==> src/rtl/clock_timekeeper.sv <==
// clock_timekeeper: synchronises the divided tick, prescales it to seconds and
// keeps a BCD hh:mm:ss time-of-day with a manual set mode.
// Optional feature macro: TIMEKEEPER_12H_EN (12-hour display with pm flag).
module clock_timekeeper #(
   parameter int unsigned SYNC_STAGES   = 2,
   parameter int unsigned TICKS_PER_SEC = 1
) (
   input  logic       clk,
   input  logic       rst_n,
   input  logic       tick_in,
   input  logic       set_en,
   input  logic       inc_min,
   input  logic       inc_hour,
   output logic [7:0] sec_bcd,
   output logic [7:0] min_bcd,
   output logic [7:0] hour_bcd,
   output logic       pm,
   output logic       tick_pulse,
   output logic       sec_pulse,
   output logic       day_wrap
);

   localparam int unsigned PW        = 7;
   localparam logic [PW-1:0] PRE_LAST = PW'(TICKS_PER_SEC - 1);
   localparam logic [7:0]  SEC_MAX   = 8'h59;
   localparam logic [7:0]  MIN_MAX   = 8'h59;
   localparam logic [7:0]  HOUR_MAX  = 8'h23;

   // BCD increment with wrap to 00 once the limit is reached
   function automatic logic [7:0] bcd_inc(input logic [7:0] v, input logic [7:0] lim);
      logic [7:0] r;
      if (v == lim)
         r = 8'h00;
      else if (v[3:0] == 4'd9)
         r = {v[7:4] + 4'd1, 4'd0};
      else
         r = {v[7:4], v[3:0] + 4'd1};
      return r;
   endfunction

   logic [SYNC_STAGES-1:0] sync_q;
   logic [SYNC_STAGES-1:0] vld_q;
   logic                   prev_q;
   logic                   armed_q;
   logic                   sync_lvl;
   logic                   tick_det;

   logic [PW-1:0] presc_q;
   logic [PW-1:0] presc_nxt;
   logic [7:0]    hour_q;
   logic [7:0]    sec_nxt;
   logic [7:0]    min_nxt;
   logic [7:0]    hour_nxt;
   logic          sec_inc;
   logic          day_wrap_nxt;

   assign sync_lvl = sync_q[SYNC_STAGES-1];
   assign tick_det = sync_lvl & ~prev_q & armed_q;

   // Synchroniser chain plus a matching valid chain so reset-state zeros never arm the detector
   always_ff @(posedge clk or negedge rst_n) begin
      if (!rst_n) begin
         sync_q <= '0;
         vld_q  <= '0;
      end else begin
         sync_q <= {sync_q[SYNC_STAGES-2:0], tick_in};
         vld_q  <= {vld_q[SYNC_STAGES-2:0], 1'b1};
      end
   end

   // Rising-edge detector, armed once a genuine low level has been observed
   always_ff @(posedge clk or negedge rst_n) begin
      if (!rst_n) begin
         prev_q     <= 1'b0;
         armed_q    <= 1'b0;
         tick_pulse <= 1'b0;
      end else begin
         prev_q     <= sync_lvl;
         armed_q    <= armed_q | (vld_q[SYNC_STAGES-1] & ~sync_lvl);
         tick_pulse <= tick_det;
      end
   end

   // Next-state for prescaler and time-of-day; set mode has priority over counting
   always_comb begin
      presc_nxt    = presc_q;
      sec_nxt      = sec_bcd;
      min_nxt      = min_bcd;
      hour_nxt     = hour_q;
      sec_inc      = 1'b0;
      day_wrap_nxt = 1'b0;
      if (set_en) begin
         presc_nxt = '0;
         sec_nxt   = 8'h00;
         if (inc_min)
            min_nxt = bcd_inc(min_bcd, MIN_MAX);
         if (inc_hour)
            hour_nxt = bcd_inc(hour_q, HOUR_MAX);
      end else if (tick_pulse) begin
         if (presc_q == PRE_LAST) begin
            presc_nxt = '0;
            sec_inc   = 1'b1;
            sec_nxt   = bcd_inc(sec_bcd, SEC_MAX);
            if (sec_bcd == SEC_MAX) begin
               min_nxt = bcd_inc(min_bcd, MIN_MAX);
               if (min_bcd == MIN_MAX) begin
                  hour_nxt = bcd_inc(hour_q, HOUR_MAX);
                  if (hour_q == HOUR_MAX)
                     day_wrap_nxt = 1'b1;
               end
            end
         end else begin
            presc_nxt = presc_q + PW'(1);
         end
      end
   end

   // Time-of-day, prescaler and strobe registers
   always_ff @(posedge clk or negedge rst_n) begin
      if (!rst_n) begin
         presc_q   <= '0;
         sec_bcd   <= 8'h00;
         min_bcd   <= 8'h00;
         hour_q    <= 8'h00;
         sec_pulse <= 1'b0;
         day_wrap  <= 1'b0;
      end else begin
         presc_q   <= presc_nxt;
         sec_bcd   <= sec_nxt;
         min_bcd   <= min_nxt;
         hour_q    <= hour_nxt;
         sec_pulse <= sec_inc;
         day_wrap  <= day_wrap_nxt;
      end
   end

`ifdef TIMEKEEPER_12H_EN
   // Map internal 24-hour BCD to 12-hour display BCD
   function automatic logic [7:0] to_12h(input logic [7:0] h);
      logic [7:0] r;
      case (h)
         8'h00:   r = 8'h12;
         8'h13:   r = 8'h01;
         8'h14:   r = 8'h02;
         8'h15:   r = 8'h03;
         8'h16:   r = 8'h04;
         8'h17:   r = 8'h05;
         8'h18:   r = 8'h06;
         8'h19:   r = 8'h07;
         8'h20:   r = 8'h08;
         8'h21:   r = 8'h09;
         8'h22:   r = 8'h10;
         8'h23:   r = 8'h11;
         default: r = h;
      endcase
      return r;
   endfunction

   // Registered 12-hour display and afternoon flag
   always_ff @(posedge clk or negedge rst_n) begin
      if (!rst_n) begin
         hour_bcd <= 8'h00;
         pm       <= 1'b0;
      end else begin
         hour_bcd <= to_12h(hour_nxt);
         pm       <= (hour_nxt >= 8'h12);
      end
   end
`else
   assign hour_bcd = hour_q;
   assign pm       = 1'b0;
`endif

endmodule
==> config.mk <==
export PLATFORM = sky130hd
export DESIGN_NAME = clock_timekeeper
export DESIGN_NICKNAME = d
export VERILOG_FILES = /design/src/rtl/clock_timekeeper.sv
export SDC_FILE = /design/constraint.sdc
export NUM_CORES = 1
export LEC_CHECK = 0
export CAP_MARGIN = 25
export CORE_UTILIZATION = 50
export CTS_CLUSTER_DIAMETER = 40
export DETAILED_ROUTE_END_ITERATION = 16
export DONT_BUFFER_PORTS = 1
export PLACE_DENSITY = 0.69
export SETUP_SLACK_MARGIN = 0.1
export SYNTH_ARGS = -nofsm -noshare
export SYNTH_HDL_FRONTEND = slang
export SYNTH_SLANG_ARGS = --single-unit
==> constraint.sdc <==
create_clock -name clk -period 2.52 [get_ports clk]
set_input_delay 0.504 -clock clk [delete_from_list [all_inputs] [get_ports clk]]
set_output_delay 0.504 -clock clk [all_outputs]
set_load 0.005 [all_outputs]
# Word-level counts from Yosys, hierarchy flattened
# Cells that the tools add are included.
[op_classes]
n_reduce_logical = 10
add_sub_neg = 7
mux = 32
bitwise = 6
eq_ne = 8
[ops]
columns = ["operator", "n"]
rows = [
  ["two-way mux 8 bit", 20],
  ["adder 4 x 1 -> 4 bit (second input constant)", 6],
  ["two-way mux 7 bit", 3],
  ["== test 8 x 7 -> 1 bit (second input constant)", 2],
  ["== test 4 bit (second input constant)", 3],
  ["two-way mux 1 bit", 9],
  ["== test 8 x 6 -> 1 bit (second input constant)", 1],
  ["nonzero test 2 bit", 4],
  ["adder 7 x 1 -> 7 bit (second input constant)", 1],
  ["logical NOT 7 bit", 1],
  ["AND reduction 5 bit", 1],
  ["!= test 2 x 1 -> 1 bit (second input constant)", 2],
  ["AND reduction 4 bit", 1],
  ["AND 1 bit", 3],
  ["AND reduction 3 bit", 1],
  ["nonzero test 3 bit", 1],
  ["inverter 1 bit", 2],
  ["AND reduction 2 bit", 1],
  ["bitwise OR 1 bit", 1],
]
[word_totals]
reg_bits = 40
input_bits = 6
out_inout_bits = 28

# Depth between registers and ports, before layout
[depth]
word_depth = 8
ltp_mapped = 8
ltp_nobuf = 7

# Worst setup path before layout
# OpenSTA, ideal clock, no wires.
[synth_path]
kind = "reg-to-reg"
from = "register sec_bcd[1]"
to = "register hour_q[2], in the netlist hour_bcd[2]"
path_stages_with_launch = 9
slack_ps = 478
period_less_slack_ps = 2042
n_path_buf = 1
arrival_ps = 1917
cell_sequence = "dfrtp_1 > inv_1 > ha_1 > nand3b_1 > nor3_1 > a41o_1 > buf_6 > nand2_2 > mux2_4"
[synth_between]
elab_chain_len = 3
[synth_rtl]
columns = ["element", "line_no", "source"]
rows = [
  ["start: declaration", "14", "output logic [7:0] sec_bcd,"],
  ["start signal: assignment", "129", "sec_bcd <= sec_nxt;"],
  ["== test 8 x 7 -> 1 bit", "104", "if (sec_bcd == SEC_MAX) begin"],
  ["nonzero test 2 bit (no source line)", "--", ""],
  ["AND reduction 5 bit (no source line)", "--", ""],
  ["end signal: assignment", "131", "hour_q <= hour_nxt;"],
  ["end: declaration", "50", "logic [7:0] hour_q;"],
]
# Every way passes these cells.
# A chain may end at the register's enable or synchronous reset.

# Final worst setup path
[layout_path]
from = "register presc_q[3]"
to = "register hour_q[1], in the netlist hour_bcd[1]"
[layout_between]
elab_chain_len = 3
[layout_rtl]
columns = ["element", "line_no", "source"]
rows = [
  ["start: declaration", "48", "logic [PW-1:0] presc_q;"],
  ["start signal: assignment", "128", "presc_q <= presc_nxt;"],
  ["logical NOT 7 bit", "100", "if (presc_q == PRE_LAST) begin"],
  ["nonzero test 2 bit (no source line)", "--", ""],
  ["AND reduction 5 bit (no source line)", "--", ""],
]
# Every way passes these cells.

==> results.md <==
* Status: finished clean
* Synth area leaders: dfrtp_1 (49%), ha_1 (8.7%), nor2_1 (3.9%)
* Routed wire per std cell at 14.6 um
* Setup TNS at 0 ns
* Vias in the first global route at 1478
* Die area at 4300 um^2
* Buf+Inv Stages, Crit Path at 0
* Final Cycle Share at 0.866
* GPL Wtd Cong at 0.819
* Global Route Usage Sum at 0.195
* Gr ovfl total at 0
* Post_cts resized at 0
* Yosys reg bits at 40
* Antenna Nets Post-Route at 0
* Final min period at around 2.2 ns
* Post-synth top area share at 0.495
* Worst hold path class: input port to asynchronous set/reset pin
* PD cells at between 800 and 900 nW/um^2
* Clk Tree Root Cell: clkbuf_8
* Post-Syn Area per Cell at 10.2 um^2
* Clk buf depth at 2
* Setup slack, reg-to-reg at around 0.34 ns
* HPWL Detailed at 2710 um
* Most frequent cell after synthesis: dfrtp_1
* Slowest-stage cell, CP: or4_4
* Top achievable clock speed at 0.458 GHz
* Yosys cell types at 44
* Crit-path cells: or4_4, nor3_4, a41o_1, or3b_1, o21ai_0
* Area grow syn2layout at 9.65%
* Port Buf Inserts at 0
* Via count at 1456
* Share of layout cells above drive strength 1 at 0.117
* Headroom to the max-slew limit at 0.638
* CTS Buf Count at 5
* Critical path peak fanout at 11
* Num rows at 22
* Setup Viol. Count Final at 0
* Worst path max stage delay at 0.59 ns
* Multi-input logic area at 940 um^2
* Fin. max-slew vios at 0
* Initial antenna violation count at 0
* Die H at 65.6 um
* Core ar. at approximately 3800 um^2
* Final Non-Filler Cells at roughly 250
* Postcts setup bufs at 0
* Sequential fraction of the synthesis area at 0.495
* Antenna diode count at 0
* Yosys top cell by area: dfrtp_1
* Worst reg2reg path depth at 5
* # H-tree levels at 2
* Reg2reg start: presc_q[3]
* Die Wd at between 60 and 70 um
* Worst-Skew Late Latency at between 0.2 and 0.3 ns
* Synth async-reset ratio at 1.00
* Hold WS at 0.0585 ns
* Placed insts at around 240
* Synthesized cell area at 2020 um^2
* Initial Util at 0.536
* Worst path required time at 2.72 ns
* Total power at 1.78 mW
* Setup CP Type: register to register
* First-pass GRT wire length at roughly 6300 um
* FF/Latch Area at 1000 um^2
* Top FF cell, synth: dfrtp_1
* Vias/cell at between 5 and 6
* DRC viols at 0
* DRT Wirelength at 3680 um
* Clk pin slew, worst setup/hold paths at 0.08 ns
* Critical path endpoint category: register
* Post-Synthesis Cells at 199
* Maximum VDD drop at 0.000505 V
* FILL cells at 302
* CTS tree: built
* Post-CTS Hold Fix Bufs at 1
* Reg2reg end: hour_bcd[1]
* TritonRoute pass-1 iters at 4
* Initial DRC count at 43
* RSZ-0062 raised after global routing: false
* Max-cap violation count at 0
* Slew @ Worst Pin at 0.537 ns
* Clock Skew at 0.00425 ns
* EDFF count, synth at 0
* Utilization after layout at 0.588
* Crit path max-delay family: simple AND/OR/NAND/NOR gates
* WP data arrival at approximately 2.4 ns
* Ys Warns at 0
* Syn_nets at approximately 220
* NumNets Final at 224
* Pin count of the biggest net entering global routing at 41
* CP Launch Type: register
* Final Hold Viols at 0
* LEAKAGE at 0.989 nW
* I/O pin cnt at 34
* # clock sinks at 40
* Commonest cells in the netlist: dfrtp_1 (40), nor2_1 (21), nand2_1 (15)
[area by class of cell]
| class | instances | share of cell area |
|---|---|---|
| well taps | 48 | 0.0271 |
| multi-input cells | 141 | 0.424 |
| repair buffers | 5 | 0.0226 |
| clock buffers | 7 | 0.0434 |
| flip-flops and latches | 40 | 0.451 |
| inverters | 11 | 0.0186 |
| clock inverters | 1 | 0.0135 |
[how the worst max path moves through the flow]
stage	to	cells after the start	from
finish	hour_bcd[1]	5	presc_q[3]
global route	hour_bcd[1]	8	sec_bcd[1]
CTS	hour_bcd[1]	5	presc_q[3]
detailed placement	hour_bcd[1]	5	presc_q[3]
global placement	hour_bcd[1]	5	presc_q[3]
floorplan	hour_bcd[2]	8	sec_bcd[1]
[cell usage in the layout (no fill, tap or decap), types with 2 or more instances in the layout]
cell      Yosys  routed
nand4_1       3       3
mux2_2        3       3
ha_1         14      14
and3_1        3       3
nand2_1      15      15
o21ai_0      12      12
nor3_1        7       7
nor2b_1       3       3
nor2_1       21      21
o41ai_1       3       3
buf_4         2       4
nand3_1       7       7
o31ai_1       2       2
a21o_1        2       2
clkbuf_8      0       7
and2_1        3       3
a21oi_1       9       9
conb_1        2       2
inv_1        11      11
xnor2_1       3       3
dfrtp_1      40      40
or2_2         2       2
nand3b_1      3       3
or3_1         2       2
mux2i_1       3       3
xor2_1        2       2
[state kept, by name (all words and copies together), names as in the netlist]
| name | cells |
|---|---|
| armed_q | 1 |
| day_wrap | 1 |
| min_bcd | 8 |
| prev_q | 1 |
| sec_pulse | 1 |
| presc_q | 7 |
| sec_bcd | 8 |
| tick_pulse | 1 |
| hour_bcd | 8 |
| vld_q | 2 |
| sync_q | 2 |
[worst register-to-register path: stages, from the launching register on]
cell and delay [ns]:
dfrtp_1 0.42, or4_4 0.60, nor3_4 0.24, a41o_1 0.39
or3b_1 0.38, o21ai_0 0.09
[logic make-up after synthesis]
| group | Yosys count | share of synthesized area |
|---|---|---|
| AO/OA/AOI/OAI | 36 | 0.113 |
| XOR/XNOR | 5 | 0.0216 |
| adder cells (fa/ha/maj) | 14 | 0.0866 |
| buffers and inverters | 18 | 0.0408 |
| flip-flops | 40 | 0.495 |
| multiplexers | 7 | 0.0390 |
| other | 2 | 0.00371 |
| AND/OR/NAND/NOR | 77 | 0.201 |
[power breakdown]
group          total, mW  internal (mW)  switching (mW)
clock network      0.559          0.349           0.210
logic              0.307          0.155           0.152
registers          0.912          0.745           0.166
total               1.78           1.25           0.529
[stage by stage]
step / setup slack (ns) / cell area, um^2
2_1_floorplan: 0.478 / 2020
3_3_place_gp: 0.411 / 2070
3_5_place_dp: 0.343 / 2070
4_1_cts: 0.327 / 2220
5_1_grt: 0.221 / 2220
6_report: 0.338 / 2220
[metal layers]
metal	track usage	routed length, um	up-vias	part of all wire
met5	0	0	-	0
met4	0.0761	53	0	0.014
met3	0.0660	214	4	0.058
met2	0.345	1860	35	0.51
met1	0.211	1550	715	0.42
li1	-	-	702	-
No activity file was read; power rests on OpenSTA's default activity.
